File: src/rtl/status_led_sequencer_pkg.sv
// Shared FSM state type and LED frame constants for the status LED sequencer.
package status_led_pkg;

   typedef enum logic [2:0] {
      IDLE,
      HDR,
      CHID,
      SCAN,
      SHOW
   } state_t;

   // Header frame is every LED lit; the channel-ID frame carries this two-bit prefix.
   localparam logic       HDR_LEVEL   = 1'b1;
   localparam logic [1:0] CHID_PREFIX = 2'b10;

endpackage

File: src/rtl/status_led_sequencer_if.sv
// Bundle between the status sources / LED mux and the status LED sequencer.
interface status_led_sequencer_if #(
   parameter int NCH = 2,
   parameter int SW  = 97,
   parameter int LW  = 8
);
   import status_led_pkg::*;

   localparam int CW = (NCH > 1) ? $clog2(NCH) : 1;

   logic [NCH-1:0]    asserted_i;
   logic [NCH*SW-1:0] status_i;
   logic              ack_i;
   logic              led_drive_o;
   logic [LW-1:0]     led_data_o;
   logic              busy_o;
   logic [CW-1:0]     chan_o;

   modport master (
      output asserted_i, status_i, ack_i,
      input  led_drive_o, led_data_o, busy_o, chan_o
   );

   modport slave (
      input  asserted_i, status_i, ack_i,
      output led_drive_o, led_data_o, busy_o, chan_o
   );

endinterface

File: src/rtl/status_led_sequencer_dwell_timer.sv
// Down-counting frame timer; start_i reloads it and done_o pulses once when it reaches zero.
module led_dwell_timer #(
   parameter int DWELL_CYC = 100_000_000
) (
   input  logic clk,
   input  logic resetn,
   input  logic start_i,
   output logic done_o
);

   localparam int            DW   = $clog2(DWELL_CYC);
   localparam logic [DW-1:0] LOAD = DW'(DWELL_CYC - 1);

   logic [DW-1:0] cnt;
   logic          run;

   always_ff @(posedge clk) begin
      if (!resetn) begin
         cnt <= '0;
         run <= 1'b0;
      end else if (start_i) begin
         cnt <= LOAD;
         run <= 1'b1;
      end else if (run) begin
         if (cnt == '0) begin
            run <= 1'b0;
         end else begin
            cnt <= cnt - DW'(1);
         end
      end
   end

   assign done_o = run && (cnt == '0);

endmodule

File: src/rtl/status_led_sequencer.sv
// Round-robin alarm display: header, channel ID, then each set status bit index on the LEDs.
// Optional idle heartbeat on the LED MSB when STATUS_LED_HEARTBEAT_EN is defined.
module status_led_sequencer
   import status_led_pkg::*;
#(
   parameter int NCH       = 2,
   parameter int SW        = 97,
   parameter int LW        = 8,
   parameter int DWELL_CYC = 100_000_000
) (
   input  logic                  clk,
   input  logic                  resetn,
   status_led_sequencer_if.slave bus
);

   localparam int            CW       = (NCH > 1) ? $clog2(NCH) : 1;
   localparam int            BW       = (SW > 1) ? $clog2(SW) : 1;
   localparam logic [BW-1:0] LAST_IDX = BW'(SW - 1);

   state_t          state, state_n;
   logic [NCH-1:0]  asserted_q, rise, pending, pending_n, pending_clr;
   logic [CW-1:0]   rr_ptr, rr_ptr_n, chan, chan_n, pick;
   logic            pick_ok;
   logic [SW-1:0]   sr, sr_n;
   logic [BW-1:0]   bit_idx, bit_idx_n;
   logic [LW-1:0]   led_data, led_data_n;
   logic            led_drive, led_drive_n;
   logic            dwell_start, dwell_done, go_idle;
`ifdef STATUS_LED_HEARTBEAT_EN
   logic            hb_armed, hb_armed_n;
`endif

   // Rotate the request vector so the search starts at ptr; lowest offset wins.
   function automatic logic [CW:0] rr_pick(input logic [NCH-1:0] req, input logic [CW-1:0] ptr);
      logic [2*NCH-1:0] rot;
      logic [CW:0]      res;
      int               c;
      rot = {req, req} >> ptr;
      res = '0;
      c   = 0;
      for (int i = NCH - 1; i >= 0; i--) begin
         if (rot[i]) begin
            c = int'(ptr) + i;
            if (c >= NCH) c = c - NCH;
            res = {1'b1, CW'(c)};
         end
      end
      return res;
   endfunction

   led_dwell_timer #(.DWELL_CYC(DWELL_CYC)) u_dwell (
      .clk     (clk),
      .resetn  (resetn),
      .start_i (dwell_start),
      .done_o  (dwell_done)
   );

   assign rise             = bus.asserted_i & ~asserted_q;
   assign {pick_ok, pick}  = rr_pick(pending, rr_ptr);

   always_comb begin
      state_n     = state;
      rr_ptr_n    = rr_ptr;
      chan_n      = chan;
      sr_n        = sr;
      bit_idx_n   = bit_idx;
      led_data_n  = led_data;
      led_drive_n = led_drive;
      pending_clr = '0;
      dwell_start = 1'b0;
      go_idle     = 1'b0;
`ifdef STATUS_LED_HEARTBEAT_EN
      hb_armed_n  = hb_armed;
`endif
      unique case (state)
         IDLE: begin
            if (pick_ok) begin
               sr_n        = SW'(bus.status_i >> (int'(pick) * SW));
               pending_clr = NCH'(1) << pick;
               chan_n      = pick;
               rr_ptr_n    = (int'(pick) == NCH - 1) ? '0 : pick + CW'(1);
               led_drive_n = 1'b1;
               led_data_n  = {LW{HDR_LEVEL}};
               dwell_start = 1'b1;
               state_n     = HDR;
`ifdef STATUS_LED_HEARTBEAT_EN
               hb_armed_n  = 1'b0;
            end else if (!hb_armed) begin
               led_drive_n = 1'b1;
               led_data_n  = '0;
               dwell_start = 1'b1;
               hb_armed_n  = 1'b1;
            end else if (dwell_done) begin
               led_data_n[LW-1] = ~led_data[LW-1];
               dwell_start      = 1'b1;
`endif
            end
         end
         HDR: begin
            if (dwell_done) begin
               led_data_n  = {CHID_PREFIX, (LW-2)'(chan)};
               dwell_start = 1'b1;
               state_n     = CHID;
            end
         end
         CHID: begin
            if (dwell_done) begin
               bit_idx_n = '0;
               state_n   = SCAN;
            end
         end
         SCAN: begin
            // One status bit per clock; sr[0] always lines up with bit_idx.
            if (sr[0]) begin
               led_data_n  = LW'(bit_idx);
               dwell_start = 1'b1;
               state_n     = SHOW;
            end else if (bit_idx == LAST_IDX) begin
               go_idle = 1'b1;
            end else begin
               sr_n      = sr >> 1;
               bit_idx_n = bit_idx + BW'(1);
            end
         end
         SHOW: begin
            if (dwell_done) begin
               if (bit_idx != LAST_IDX) begin
                  sr_n      = sr >> 1;
                  bit_idx_n = bit_idx + BW'(1);
                  state_n   = SCAN;
               end else begin
                  go_idle = 1'b1;
               end
            end
         end
         default: go_idle = 1'b1;
      endcase

      // Completion and ack both land in IDLE with the idle LED values; ack keeps rr_ptr.
      if (go_idle || bus.ack_i) begin
         state_n     = IDLE;
         chan_n      = '0;
         rr_ptr_n    = rr_ptr;
         led_data_n  = '0;
`ifdef STATUS_LED_HEARTBEAT_EN
         led_drive_n = 1'b1;
         dwell_start = 1'b1;
         hb_armed_n  = 1'b1;
`else
         led_drive_n = 1'b0;
`endif
      end

      pending_n = bus.ack_i ? '0 : ((pending & ~pending_clr) | rise);
   end

   always_ff @(posedge clk) begin
      if (!resetn) begin
         state      <= IDLE;
         asserted_q <= '0;
         pending    <= '0;
         rr_ptr     <= '0;
         chan       <= '0;
         led_data   <= '0;
         led_drive  <= 1'b0;
`ifdef STATUS_LED_HEARTBEAT_EN
         hb_armed   <= 1'b0;
`endif
      end else begin
         state      <= state_n;
         asserted_q <= bus.asserted_i;
         pending    <= pending_n;
         rr_ptr     <= rr_ptr_n;
         chan       <= chan_n;
         led_data   <= led_data_n;
         led_drive  <= led_drive_n;
`ifdef STATUS_LED_HEARTBEAT_EN
         hb_armed   <= hb_armed_n;
`endif
      end
   end

   // Scan shift register and bit index are reloaded before use, so they need no reset.
   always_ff @(posedge clk) begin
      sr      <= sr_n;
      bit_idx <= bit_idx_n;
   end

   assign bus.led_drive_o = led_drive;
   assign bus.led_data_o  = led_data;
   assign bus.busy_o      = (state != IDLE);
   assign bus.chan_o      = chan;

endmodule

File: src/flat_wrapper.sv
// flat-port wrapper written by rule: the top's interface ports become plain ports
module status_led_sequencer_flat import status_led_pkg::*;
#(
   parameter int NCH       = 2,
   parameter int SW        = 97,
   parameter int LW        = 8,
   parameter int DWELL_CYC = 100_000_000
)
  (clk, resetn, bus_asserted_i, bus_status_i, bus_ack_i, bus_led_drive_o, bus_led_data_o, bus_busy_o, bus_chan_o);
  status_led_sequencer_if #(.NCH(NCH), .SW(SW), .LW(LW)) bus_i ();
  input  logic clk;
  input  logic resetn;
  input wire logic [$bits(bus_i.asserted_i)-1:0] bus_asserted_i;
  input wire logic [$bits(bus_i.status_i)-1:0] bus_status_i;
  input wire logic [$bits(bus_i.ack_i)-1:0] bus_ack_i;
  output wire logic [$bits(bus_i.led_drive_o)-1:0] bus_led_drive_o;
  output wire logic [$bits(bus_i.led_data_o)-1:0] bus_led_data_o;
  output wire logic [$bits(bus_i.busy_o)-1:0] bus_busy_o;
  output wire logic [$bits(bus_i.chan_o)-1:0] bus_chan_o;
  assign bus_i.asserted_i = bus_asserted_i;
  assign bus_i.status_i = bus_status_i;
  assign bus_i.ack_i = bus_ack_i;
  assign bus_led_drive_o = bus_i.led_drive_o;
  assign bus_led_data_o = bus_i.led_data_o;
  assign bus_busy_o = bus_i.busy_o;
  assign bus_chan_o = bus_i.chan_o;
  status_led_sequencer #(.NCH(NCH), .SW(SW), .LW(LW), .DWELL_CYC(DWELL_CYC)) u_core (.clk(clk), .resetn(resetn), .bus(bus_i));
endmodule
File: config.mk
export PLATFORM = sky130hd
export DESIGN_NAME = status_led_sequencer_flat
export DESIGN_NICKNAME = d
export VERILOG_FILES = /design/src/rtl/status_led_sequencer_pkg.sv /design/src/rtl/status_led_sequencer_if.sv /design/src/rtl/status_led_sequencer_dwell_timer.sv /design/src/rtl/status_led_sequencer.sv /design/src/flat_wrapper.sv
export SDC_FILE = /design/constraint.sdc
export NUM_CORES = 1
export LEC_CHECK = 0
export CAP_MARGIN = 15
export CORE_UTILIZATION = 50
export DETAILED_ROUTE_END_ITERATION = 8
export HOLD_SLACK_MARGIN = 0.03
export PLACE_DENSITY = 0.95
export SLEW_MARGIN = 20
export SYNTH_ARGS = -nofsm -noshare
export SYNTH_HDL_FRONTEND = slang
export SYNTH_HIERARCHICAL = 1
export SYNTH_SLANG_ARGS = --single-unit
File: constraint.sdc
create_clock -name clk -period 8.95 [get_ports clk]
set_clock_uncertainty 0.15 [all_clocks]
set_input_delay 1.79 -clock clk [delete_from_list [all_inputs] [get_ports clk]]
set_output_delay 1.79 -clock clk [all_outputs]
set_load 0.01 [all_outputs]
==> key figures, run 1 <==
Timing
  • Final Max Slew Viols: 0
  • Slew at the pin with the worst max-slew slack: around 1.1 ns
  • Sum of negative setup slack: 0 ns
  • RSZ-0062 raised after global routing: false
  • Final period util: 0.530
  • Slew headroom: 0.292
  • Min cycle time layout: around 4.7 ns
  • Maximum clock rate: 211 MHz
  • Final hold vios: 0
  • Final setup vio count: 0

Routing
  • Drt drc: 0
  • Via Count: just over 6000
  • WL/cell: around 18 um
  • First-iteration detailed-routing DRC count: about 630
  • DRT antenna net count: 0
  • DRT Wirelength: approximately 19000 um
  • Via density per instance: just under 6
  • Initial DRT Pass Iterations: 5

Yosys
  • Most frequent cell after synthesis: edfxtp_1
  • Synth Instances: around 630
  • Post-synth EDFFs: ~100
  • Mean Syn Cell Area: around 12 um2
  • Seq/Total Area, Yosys: 0.526
  • Main flop type after synthesis: edfxtp_1
  • Post-synthesis net count: ~830
  • Yosys synthesis warning count: 6
  • Synth area leader: edfxtp_1
  • Post-synth top cells: edfxtp_1, mux2i_1, o2bb2ai_1
  • Flip-flop and latch count after synthesis: 150
  • Async SR Flop Fraction: 0
  • Mapped cell area: 0.00769 mm2
  • Distinct cells, synth: 62
  • Top cell type's share of synthesized area: 0.406
  • Top area cells in the synthesized netlist: edfxtp_1, mux2i_1, dfxtp_1

Clock network
  • CTS Hold Bufs: 0
  • Post-CTS Setup Bufs: 0
  • CTS H-tree lvls: 4
  • CTS root buffer: clkbuf_16
  • CTS tree: done
  • Post-CTS resize count: 0
  • Num CTS Buffers: 17
  • Clock Latency Late Sink: 0.42 ns
  • Clock Pin Slew Worst Setup and Hold Paths: approximately 0.060 ns
  • Clock sinks: 150
  • Longest Clk Path Bufs: 2

Die
  • Core area: ~0.015 mm2
  • Num rows: 44
  • Starting Density: 0.521
  • IO Pins: between 200 and 250
  • Die height: 126 um
  • Chip width: roughly 130 um
  • Die area: about 0.016 mm2

Global routing
  • Met3 usage in global routing: 0.0565
  • Gr ovfl total: 0
  • First-pass GRT wire length: around 30000 um
  • Pin count of the biggest net entering global routing: just under 100
  • Most Crowded Layer GR: met2
  • Met1 Usage GRT: 0.306
  • Met2 Track Usage GR: 0.397
  • Vias in the first global route: 5840
  • GR Util All Layers: 0.239
  • Initial antenna violation count: 0

Setup path
  • CP startpoint kind: flip-flop
  • Worst path required time: ~9.1 ns
  • Reg2Reg Setup Slack: roughly 4.2 ns
  • CP endpoint kind: flip-flop
  • WP data arrival: roughly 4.9 ns
  • WS Path Type: flip-flop to flip-flop
  • CP max FO: 19

Run status
  • Status: complete, no violations

Place
  • Port Buffers: approximately 210
  • DP Wirelength: 12900 um
  • Placed Instances: slightly below 1000
  • GPL Wtd Cong: between 0.8 and 0.9

Hold path
  • Hold Crit Class: flip-flop to flip-flop

Finish
  • ANT cells: 0
  • Nets@finish: roughly 1000
  • Syn-to-layout area delta: 35.1%
  • Layout cells sized above 1: 0.0614
  • Final non-filler cell total: about 1000

Power and ir drop
  • Maximum vdd drop: 0.000137 V
  • Pwr dens: 171 mW/mm2
  • Pleak: between 3 and 4 nW

Run
  • Max-cap violations: 0
## flip-flops by register name, indices dropped and copies added, names as in the netlist
| name | flops |
|---|---|
| u_core/asserted_q | 2 |
| u_core/bit_idx | 7 |
| u_core/bus.chan_o | 1 |
| u_core/bus.led_data_o | 8 |
| u_core/bus.led_drive_o | 1 |
| u_core/pending | 2 |
| u_core/rr_ptr | 1 |
| u_core/sr | 97 |
| u_core/state | 3 |
| u_core/u_dwell/cnt | 27 |
| u_core/u_dwell/run | 1 |
## worst max-delay path, cell delays in order (launching register included)
cell      delay [ns]
dfxtp_1         0.36
nor4_1          0.59
nand4_1         0.59
nor4_1          0.80
mux2i_1         0.28
o32ai_4         0.39
clkinv_1        0.68
nand2_1         0.46
nor2_1          0.10
a31o_1          0.23
## path summary, 6_finish.rpt
| kind | end | cells after the start | start |
|---|---|---|---|
| setup / recovery | u_core/u_dwell/cnt[25]$_SDFFE_PP0P_ | 9 | u_core/u_dwell/cnt[16]$_SDFFE_PN0P_ |
| hold reg to reg | u_core/bus.led_drive_o$_SDFFE_PP0P_ | 2 | u_core/bus.led_drive_o$_SDFFE_PP0P_ |
| hold / removal | u_core/bus.led_drive_o$_SDFFE_PP0P_ | 2 | u_core/bus.led_drive_o$_SDFFE_PP0P_ |
| setup reg to reg | u_core/u_dwell/cnt[25]$_SDFFE_PP0P_ | 9 | u_core/u_dwell/cnt[16]$_SDFFE_PN0P_ |
## routing by layer
layer	vias up	routed length, um
li1	2873	-
met1	2852	7630
met2	295	9100
met3	32	1460
met4	0	334
met5	-	0
## cell usage in the layout (no fill, tap or decap), drive strengths merged, types with 4 or more instances in the layout
cell / instances
a31oi: 5
nand4: 6
or4: 6
nor2: 35
xor2: 8
nor3: 9
nor4: 7
a2111oi: 5
edfxtp: 104
inv: 10
or3: 15
a21oi: 22
mux2i: 97
o31ai: 4
clkinv: 13
xnor2: 13
clkdlybuf4s50: 209
clkbuf: 19
nand3: 8
and2: 6
a211oi: 10
o2bb2ai: 95
o21ai: 13
dfxtp: 46
buf: 4
nand2: 15
## cell type report
class                      instances  area (um2)
sequential                       150        4040
clock inverter                    13         114
fill                            1035        4370
multi-input combinational        423        3400
timing repair buffer             213        2120
inverter                          12        45.0
clock buffer                      19         433
tap                              184         230
## stage by stage
stage | worst slack (ns) | utilization | area, um2 | hold slack, ns | power, mW
floorplan | 3.94 | - | 7690 | 0.315 | 0.984
global placement | 4.61 | 0.667 | 9830 | 0.299 | 1.11
detailed placement | 4.39 | 0.667 | 9830 | 0.335 | 1.12
CTS | 4.32 | 0.704 | 10400 | 0.348 | 1.79
global route | 3.97 | 0.704 | 10400 | 0.379 | 1.85
finish | 4.21 | 0.704 | 10400 | 0.336 | 1.78
## report_power, final
| group | internal [mW] | switching [mW] | leakage, nW |
|---|---|---|---|
| clock | 0.403 | 0.267 | 0.274 |
| sequential | 0.803 | 0.0282 | 1.34 |
| combinational | 0.147 | 0.129 | 2.38 |
| total | 1.35 | 0.424 | 4.00 |
## kinds of logic (layout without fill, tap and decap cells)
family | after synthesis | count (layout) | share of synthesized area
xor+xnor | 21 | 21 | 0.0239
flops | 150 | 150 | 0.526
simple gates | 126 | 126 | 0.0885
mux | 98 | 98 | 0.128
buf+inv | 56 | 257 | 0.0358
compound gates | 175 | 175 | 0.193
fa+ha+maj | 3 | 3 | 0.00488
Note: power is estimated with default switching activity, not from simulation.
==> inputs of run 2 (changes only) <==
--- a/config.mk
+++ b/config.mk
@@ -6,10 +6,10 @@
 export NUM_CORES = 1
 export LEC_CHECK = 0
 export CAP_MARGIN = 15
-export CORE_UTILIZATION = 50
+export CORE_UTILIZATION = 49
 export DETAILED_ROUTE_END_ITERATION = 8
 export HOLD_SLACK_MARGIN = 0.03
-export PLACE_DENSITY = 0.95
+export PLACE_DENSITY = 0.93
 export SLEW_MARGIN = 20
 export SYNTH_ARGS = -nofsm -noshare
 export SYNTH_HDL_FRONTEND = slang
==> constraint.sdc (replaced) <==
create_clock -name clk -period 4.8 [get_ports clk]
set_clock_uncertainty 0.15 [all_clocks]
set_input_delay 0.96 -clock clk [delete_from_list [all_inputs] [get_ports clk]]
set_output_delay 0.96 -clock clk [all_outputs]
set_load 0.01 [all_outputs]
==> key figures, run 2 (synthesized netlist as in run 1, its figures left out) <==
Power and ir drop
  • Pwr dens: 313 mW/mm2
  • Sequential Power Share: 0.475
  • Pleak: between 4 and 5 nW
  • Combinational group share of total power: 0.160
  • Internal: roughly 2.5 mW
  • Switching part of the total power: 0.243
  • Maximum vdd drop: between 0.0002 and 0.0003 V
  • Clock share of power: 0.365
  • Sw power: roughly 0.8 mW

Global routing
  • Pin count of the biggest net entering global routing: 98
  • First-pass GRT wire length: slightly below 30000 um
  • Initial antenna violation count: 0
  • Vias in the first global route: ~6000
  • Gr ovfl total: 0
  • GR Util All Layers: 0.240

Clock network
  • Num CTS Buffers: 17
  • Longest Clk Path Bufs: 2
  • Post-CTS Setup Bufs: 0
  • CTS root buffer: clkbuf_16
  • CTS tree: done
  • Clock sinks: 150
  • CTS H-tree lvls: 4
  • Post-CTS resize count: 0
  • Clock Pin Slew Worst Setup and Hold Paths: 0.06 ns
  • Clock Latency Late Sink: between 0.4 and 0.5 ns
  • CTS Hold Bufs: 0

Timing
  • Final Max Slew Viols: 0
  • RSZ-0062 raised after global routing: false
  • Slew at the pin with the worst max-slew slack: around 1.0 ns
  • Sum of negative setup slack: 0 ns
  • Final period util: 0.734
  • Final hold vios: 0
  • Final setup vio count: 0
  • Min cycle time layout: between 3 and 4 ns
  • Maximum clock rate: 284 MHz
  • Slew headroom: 0.314

Place
  • GPL Wtd Cong: 0.923
  • Port Buffers: between 200 and 250
  • DP Wirelength: ~13000 um
  • Placed Instances: 1013

Routing
  • Via Count: between 6000 and 7000
  • Via density per instance: approximately 5.8
  • Drt drc: 0
  • Initial DRT Pass Iterations: 5
  • DRT antenna net count: 0
  • First-iteration detailed-routing DRC count: about 660
  • WL/cell: 18.0 um
  • DRT Wirelength: between 15000 and 20000 um

Setup path
  • Crit path top cell by count: buf_4
  • Crit-path max cell delay: approximately 0.53 ns
  • Worst path required time: ~5.0 ns
  • Worst path top cell family by delay: simple AND/OR/NAND/NOR gates
  • CP endpoint kind: flip-flop
  • WP data arrival: 3.69 ns
  • CP max FO: 19
  • CP startpoint kind: flip-flop
  • Critical Path Slowest Stage Cell: or4_1
  • CP Buf/Inv Count: 3
  • WS Path Type: flip-flop to flip-flop
  • CP Cell Sequence: or4_1, or3_1, or2_0, nor4_1, buf_4, mux2i_1, o32ai_4, clkinv_1, buf_4, nand2_1, nor2_1, a31o_1

Finish
  • Most common cell after layout, fill and taps aside: clkdlybuf4s50_1
  • Syn-to-layout area delta: 35.8%
  • Most frequent cells in the layout: clkdlybuf4s50_1, edfxtp_1, mux2i_1
  • Max FFs per register: 97
  • Final non-filler cell total: ~1000
  • Most flops, register: u_core/sr
  • Nets@finish: 1023
  • ANT cells: 0
  • Layout cells sized above 1: 0.0647

Die
  • IO Pins: between 200 and 250
  • Die height: between 100 and 150 um
  • Num rows: between 40 and 50
  • Chip width: 127 um
  • Starting Density: 0.504
  • Core area: approximately 0.015 mm2
  • Die area: ~0.016 mm2

Hold path
  • Hold Crit Class: flip-flop to flip-flop

Run status
  • Status: complete, no violations

Run
  • Max-cap violations: 0
[run 2: cell count changes in the layout (fill, tap and decap cells not counted), sizes merged]
cell    previous run  this run
bufinv             2         1
clkbuf            19        18
buf                4         8
clkinv            13        15
[run 2: path summary, 6_finish.rpt]
kind	from	endpoint	slack, ns	depth (start not counted)
max reg2reg	u_core/u_dwell/cnt[13]$_SDFFE_PN0P_	u_core/u_dwell/cnt[25]$_SDFFE_PP0P_	1.28	12
min	u_core/bus.led_drive_o$_SDFFE_PP0P_	u_core/bus.led_drive_o$_SDFFE_PP0P_	0.35	2
min reg2reg	u_core/bus.led_drive_o$_SDFFE_PP0P_	u_core/bus.led_drive_o$_SDFFE_PP0P_	0.35	2
max	u_core/u_dwell/cnt[13]$_SDFFE_PN0P_	u_core/u_dwell/cnt[25]$_SDFFE_PP0P_	1.28	12
[run 2: final cells by class]
type	count	area (um2)
Clock buffer	18	429
Clock inverter	14	92.6
Fill cell	1096	4810
Inverter	12	45.0
Multi-Input combinational cell	423	3390
Sequential cell	150	4040
Tap cell	211	264
Timing Repair Buffer	217	2180
[run 2: per-stage QoR]
stage | area, um2 | setup slack (ns) | power, mW | hold WS, ns | utilization
floorplan | 7690 | 0.874 | 1.83 | 0.315 | -
global placement | 9920 | 1.44 | 2.07 | 0.302 | 0.650
detailed placement | 9920 | 1.32 | 2.09 | 0.342 | 0.650
CTS | 10400 | 1.31 | 3.28 | 0.350 | 0.685
global route | 10400 | 1.02 | 3.38 | 0.367 | 0.685
finish | 10400 | 1.28 | 3.27 | 0.347 | 0.685
[run 2: per-layer routing]
metal | wire length (um) | global-route usage | vias up | part of all wire
met5 | 0 | 0 | - | 0
met4 | 314 | 0.0756 | 0 | 0.017
met3 | 1600 | 0.0611 | 23 | 0.085
met2 | 9370 | 0.410 | 299 | 0.50
met1 | 7560 | 0.298 | 2883 | 0.40
li1 | - | - | 2873 | -
[run 2: worst reg2reg max path, stage by stage, from the launching register on]
cell      delay [ns]
dfxtp_1         0.33
or4_1           0.53
or3_1           0.33
or2_0           0.23
nor4_1          0.23
buf_4           0.18
mux2i_1         0.13
o32ai_4         0.41
clkinv_1        0.14
buf_4           0.24
nand2_1         0.24
nor2_1          0.07
a31o_1          0.21
[run 2: power groups by stage]
stage	combinational, mW	sequential (mW)	clock, mW
after floorplan	0.273	1.56	0
after global placement	0.505	1.57	0
after detailed placement	0.519	1.57	0
after CTS	0.523	1.55	1.21
after global routing	0.566	1.56	1.26
final	0.525	1.55	1.19
